File: config.mk
export PLATFORM = sky130hd
export DESIGN_NAME = if_id_stage
export DESIGN_NICKNAME = d
export VERILOG_FILES = /design/src/rtl/if_id_stage.sv
export SDC_FILE = /design/constraint.sdc
export NUM_CORES = 1
export LEC_CHECK = 0
export ABC_CLOCK_PERIOD_IN_PS = 3800
export BUFFER_PORTS_ARGS = -buffer_cell sky130_fd_sc_hd__buf_4
export CORE_AREA = 2 2 106 108
export CTS_CLUSTER_DIAMETER = 50
export DETAILED_ROUTE_END_ITERATION = 6
export DIE_AREA = 0 0 108 110
export GPL_TIMING_DRIVEN = 1
export PLACE_DENSITY = 0.82
export SLEW_MARGIN = 30
export SYNTH_ARGS = -nofsm -noshare
export SYNTH_HDL_FRONTEND = slang
export SYNTH_SLANG_ARGS = --single-unit
File: constraint.sdc
create_clock -name clk -period 3.8 [get_ports clk]
set_input_delay 0.76 -clock clk [delete_from_list [all_inputs] [get_ports clk]]
set_output_delay 0.76 -clock clk [all_outputs]
set_load 0.01 [all_outputs]
File: src/rtl/if_id_stage.sv
// IF stage with IF/ID pipeline register: fetch PC, branch redirect/flush,
// load-use stall hold, and bubble insertion while instruction memory is busy.
module if_id_stage #(
  parameter logic [31:0] RESET_PC  = 32'h00000000,
  parameter logic [31:0] NOP_INSTR = 32'h00000013
) (
  input  logic        clk,
  input  logic        rst,
  input  logic        SignalPC,
  input  logic        Branch,
  input  logic [31:0] BranchTarget,
  input  logic [31:0] ImemData,
  input  logic        ImemReady,
  output logic [31:0] PC,
  output logic [31:0] IF_ID_PC,
  output logic [31:0] IF_ID_Instruction,
  output logic        IF_ID_Valid,
  output logic [1:0]  FetchState,
  output logic [15:0] StallCycles
);

  typedef enum logic [1:0] {
    RUN     = 2'b00,
    STALL   = 2'b01,
    MEMWAIT = 2'b10
  } fetch_state_e;

  logic [31:0]  pc_q, pc_d;
  logic [31:0]  ifid_pc_q, ifid_pc_d;
  logic [31:0]  ifid_instr_q, ifid_instr_d;
  logic         ifid_valid_q, ifid_valid_d;
  fetch_state_e state_q, state_d;
  logic [15:0]  stall_cnt_q, stall_cnt_d;

  // One action per edge, in priority order: redirect, stall, memory wait, advance.
  always_comb begin
    pc_d         = pc_q;
    ifid_pc_d    = ifid_pc_q;
    ifid_instr_d = ifid_instr_q;
    ifid_valid_d = ifid_valid_q;
    state_d      = state_q;
    stall_cnt_d  = stall_cnt_q;

    if (Branch) begin
      pc_d         = {BranchTarget[31:2], 2'b00};
      ifid_pc_d    = 32'h0;
      ifid_instr_d = NOP_INSTR;
      ifid_valid_d = 1'b0;
      state_d      = RUN;
    end else if (SignalPC) begin
      state_d = STALL;
      if (stall_cnt_q != 16'hFFFF) begin
        stall_cnt_d = stall_cnt_q + 16'd1;
      end
    end else if (!ImemReady) begin
      ifid_pc_d    = 32'h0;
      ifid_instr_d = NOP_INSTR;
      ifid_valid_d = 1'b0;
      state_d      = MEMWAIT;
    end else begin
      pc_d         = pc_q + 32'd4;
      ifid_pc_d    = pc_q;
      ifid_instr_d = ImemData;
      ifid_valid_d = 1'b1;
      state_d      = RUN;
    end
  end

  always_ff @(posedge clk) begin
    if (rst) begin
      pc_q         <= RESET_PC;
      ifid_pc_q    <= 32'h0;
      ifid_instr_q <= NOP_INSTR;
      ifid_valid_q <= 1'b0;
      state_q      <= RUN;
      stall_cnt_q  <= 16'h0;
    end else begin
      pc_q         <= pc_d;
      ifid_pc_q    <= ifid_pc_d;
      ifid_instr_q <= ifid_instr_d;
      ifid_valid_q <= ifid_valid_d;
      state_q      <= state_d;
      stall_cnt_q  <= stall_cnt_d;
    end
  end

  assign PC                = pc_q;
  assign IF_ID_PC          = ifid_pc_q;
  assign IF_ID_Instruction = ifid_instr_q;
  assign IF_ID_Valid       = ifid_valid_q;
  assign FetchState        = state_q;
  assign StallCycles       = stall_cnt_q;

endmodule

* Word level (Yosys, flattened, before mapping) *
Index checks and enable logic that the tools add are counted.

storage, ports and cells
  bits in registers = 115
  bits in latches = 0
  memory bits (writable) = 0
  bits in read-only memories = 0
  output and inout bits = 115
  word-level logic and storage cells = 28
  memories = 0

cells by class
  $add $sub $neg = 2
  multipliers = 0
  div/mod/pow operators = 0
  magnitude comparators = 0
  equal/unequal tests = 2
  shift-type cells = 0
  multiplexer cells = 8
  bitwise operators = 2
  reductions and logical operators = 6

operator list
  operator                                                          count
  32-bit two-way mux                                                5
  32-bit by 3-bit adder with 32-bit output (second input constant)  1
  16-bit by 1-bit adder with 16-bit output (second input constant)  1
  16-bit != test (second input constant)                            1
  2-bit AND reduction                                               2
  3-bit AND reduction                                               1
  3-bit OR reduction                                                1
  1-bit two-way mux                                                 2
  2-bit two-way mux                                                 1
  2-bit by 1-bit != test with 1-bit output (second input constant)  1
  1-bit NOT                                                         2
  2-bit nonzero test                                                1
  2-bit OR reduction                                                1

* Longest topological paths before layout *
  depth after elaboration = 4
  depth in mapped cells = 7
  mapped depth without buffers = 5

* Worst setup path after synthesis *
Ideal clock, no wire load.

  path type = in2reg
  from = input SignalPC
  to = register pc_q[21], in the netlist PC[21]
  arrival time = 2.210 ns
  required time = 3.721 ns
  path slack = 1.511 ns
  stages on the path = 5
  cell sequence = buf_2 or4b_1 clkbuf_1 or4_1 o211ai_1

between the ends
  longest elaborated chain between the ends = 2

ends and longest elaborated chain
  element                                                    line  RTL
  start: declaration                                         9     input logic SignalPC,
  2-bit by 1-bit != test with 1-bit output (no source line)  n/a
  2-bit AND reduction (no source line)                       n/a
  end signal: assignment                                     78    pc_q <= pc_d;
  end: declaration                                           28    logic [31:0] pc_q, pc_d;

Every way passes these cells.
A chain may end at the register's enable or synchronous reset.

* Worst setup path after layout *
  from = input rst
  to = register ifid_pc_q[13], in the netlist IF_ID_PC[13]

between the ends
  longest elaborated chain between the ends = 1

ends and longest elaborated chain
  element                              line  RTL
  start: declaration                   8     input logic rst,
  2-bit OR reduction (no source line)  n/a
  end signal: assignment               79    ifid_pc_q <= ifid_pc_d;
  end: declaration                     29    logic [31:0] ifid_pc_q, ifid_pc_d;

Every way passes these cells.

==> results.tsv <==
stage	metric	value	unit
synthesis	Yosys cell types	60	
global_route	largest net degree at the start of global routing	62	
sta	Slew @ Worst Pin	0.831	ns
floorplanning	die width	108	um
synthesis	Cell Area, Synth	4760	um2
floorplanning	DIE AREA	11900	um2
global_route	first-pass GRT wire length	21600	um
finish	area grow syn2layout	33.6	%
detailed_routing	Avg WL per Cell	17.5	um
pwr	LEAKAGE	2.65	nW
sta	max-slew violation count	0	
synthesis	top-area cell type share of the netlist area	46.7	%
sta	final setup fails	0	
pwr	worst vdd ir	0.190	mV
sta	Max-slew headroom	44.6	%
floorplanning	initial core utilization	44.5	%
floorplanning	I/O pins	184	
synthesis	ys async rst share	0	%
sta	fmax	412	MHz
detailed_routing	Initial DRT Pass Iterations	4	
setup_path	Worst R2R Start	PC[4]	
cts	# resized after CTS	0	
detailed_routing	DR vias/cell	5.74	
synthesis	Primary FF master, synth	dfxtp_1	
synthesis	cell count after synthesis	507	
sta	Final Hold Fails	0	
finish	layout net count	735	
global_route	number of global-route vias before repair	4357	
floorplanning	# rows	38	
sta	crit share post-route	63.9	%
detailed_routing	1st-iter DRT viols	379	
sta	post-layout min period	2.43	ns
synthesis	syn avg cell area	9.39	um2
finish	commonest non-fill, non-tap cell in the layout	buf_4	
synthesis	yosys warns	0	
place	placed cell area	6150	um2
cts	Root Driver	clkbuf_8	
global_route	grt ovf	0	
setup_path	Worst R2R Setup Slack	1.62	ns
place	placed insts	793	
global_route	initial antenna violation count	0	
finish	diodes inserted	0	
detailed_routing	drt total wl	14200	um
synthesis	EDFF count, synth	0	
finish	post-layout util	59.4	%
sta	setup_tns	0	ns
cts	cts hold-fix bufs	0	
setup_path	CP arrival	2.70	ns
floorplanning	Die Ht	110	um
cts	H-tree depth	3	
synthesis	top cells by area, synth	dfxtp_1 (47%), a22o_1 (9.9%), nand2_1 (2.7%)	
place	Port Buffers	177	
cts	clock buffer depth	2	
detailed_routing	Routed Antenna Nets	0	
detailed_routing	DRC	0	
finish	Non-Filler Instances	809	
sta	clk_skew	0.00817	ns
cts	Sink Count	111	
synthesis	top cell type by total area after synthesis	dfxtp_1	
synthesis	register area share after synthesis	46.7	%
hold_path	Hold Crit Class	register to register	
synthesis	flops & latches, synth	111	
setup_path	cells on worst reg2reg path	4	
setup_path	startpoint types	input pin	
setup_path	critical path endpoint	IF_ID_PC[13]	
cts	postcts setup bufs	0	
cts	CTS tree	yes	
cts	total CTS buffers	9	
setup_path	CP startpoint	rst	
finish	share of cells above drive strength 1	31.7	%
run_status	status	completed	
setup_path	worst r2r dst	PC[31]	
floorplanning	core footprint	10700	um2
sta	RSZ-0062 raised after global routing	no	
setup_path	Setup crit end kind	register	
cts	Clock Latency Late Sink	0.38	ns
finish	most frequent cells in the layout	buf_4 (182), dfxtp_1 (111), a22o_1 (54), nand2_1 (34), nor2_1 (33)	
job	MaxCap Viol Count	0	
finish	design area	6360	um2
setup_path	CP required	4.07	ns
sta	Fin Hold WS	0.456	ns
cts	Reg clk slew, reported paths	0.10	ns
setup_path	WS Path Type	input pin to register	
setup_path	critical path peak fanout	61	
global_route	gr usage total	22.9	%
place	post-DP HPWL	10000	um
pwr	power per cell area	352	nW/um2
place	routability-driven placement congestion ratio	0.891	
detailed_routing	DR vias	4647	
-- synth_stat cells, drive strengths merged (3+ instances only) --
cell type  instances
nand3             18
o211ai             5
and2               6
dfxtp            111
o21ai             15
or4b               3
and4b              3
nor2              33
clkbuf            29
a211oi            15
buf               10
nor3              10
xnor2              3
o22a               3
inv               10
a22o              54
nor4               7
o31ai              6
mux2               6
nand2             34
and3               7
and4               6
a21oi             18
o311ai             3
xor2               9
a311oi             3
nand4             22
or3                4
nor2b              8
or4               14
-- metal layers --
layer | vias up | global-route usage, % | share of wire, %
met5 | - | 0 | 0
met4 | 0 | 6.50 | 1.7
met3 | 19 | 4.88 | 7.4
met2 | 198 | 38.9 | 48
met1 | 2189 | 29.5 | 43
li1 | 2241 | - | -
-- worst max-delay path, cell delays in order --
cell and delay [ns]:
buf_4 0.44, inv_1 0.11, nand2_1 0.18, clkinv_2 0.66
a22o_1 0.49
-- state kept, by name (all words and copies together) (netlist names) --
register,cells
FetchState,2
IF_ID_Valid,1
StallCycles,16
IF_ID_Instruction,32
IF_ID_PC,30
PC,30
-- final cells by class --
class,count,area (um2)
clock buffers,9,124
clock inverters,7,80.1
fillers,940,4340
inverters,11,42.5
multi-input cells,349,2350
flip-flops and latches,111,2220
well taps,140,175
repair buffers,182,1370
-- per-stage QoR --
step / setup WS (ns) / power (W)
2_1_floorplan: 1.51 / 0.00138
3_3_place_gp: 1.21 / 0.00151
3_5_place_dp: 1.17 / 0.00152
4_1_cts: 1.56 / 0.00225
5_1_grt: 1.26 / 0.00233
6_report: 1.37 / 0.00224
-- worst min path at each step --
stage | start | end | slack [ns] | cells past startpoint
2_1_floorplan | IF_ID_PC[26] | IF_ID_PC[26] | 0.47 | 2
3_3_place_gp | IF_ID_Valid | IF_ID_Valid | 0.43 | 2
3_5_place_dp | IF_ID_PC[30] | IF_ID_PC[30] | 0.44 | 2
4_1_cts | IF_ID_PC[30] | IF_ID_PC[30] | 0.46 | 2
5_1_grt | IF_ID_Valid | IF_ID_Valid | 0.48 | 2
6_report | IF_ID_PC[26] | IF_ID_PC[26] | 0.46 | 2
-- cells by family after synthesis --
group | after synthesis | share of synthesized area (%)
compound gates | 139 | 22.2
xor+xnor | 12 | 2.21
fa+ha+maj | 2 | 0.526
buf+inv | 50 | 4.36
flops | 111 | 46.7
mux | 8 | 1.84
other cells | 1 | 0.0788
simple gates | 184 | 22.0
-- power by group --
group | internal [W] | leakage [nW] | switching (W) | total, W
Clock | 0.000315 | 0.102 | 0.000426 | 0.000740
Combinational | 0.000127 | 1.64 | 0.000119 | 0.000246
Sequential | 0.00120 | 0.904 | 0.0000530 | 0.00125
Total | 0.00164 | 2.65 | 0.000598 | 0.00224
(Power assumes the default switching activity.)
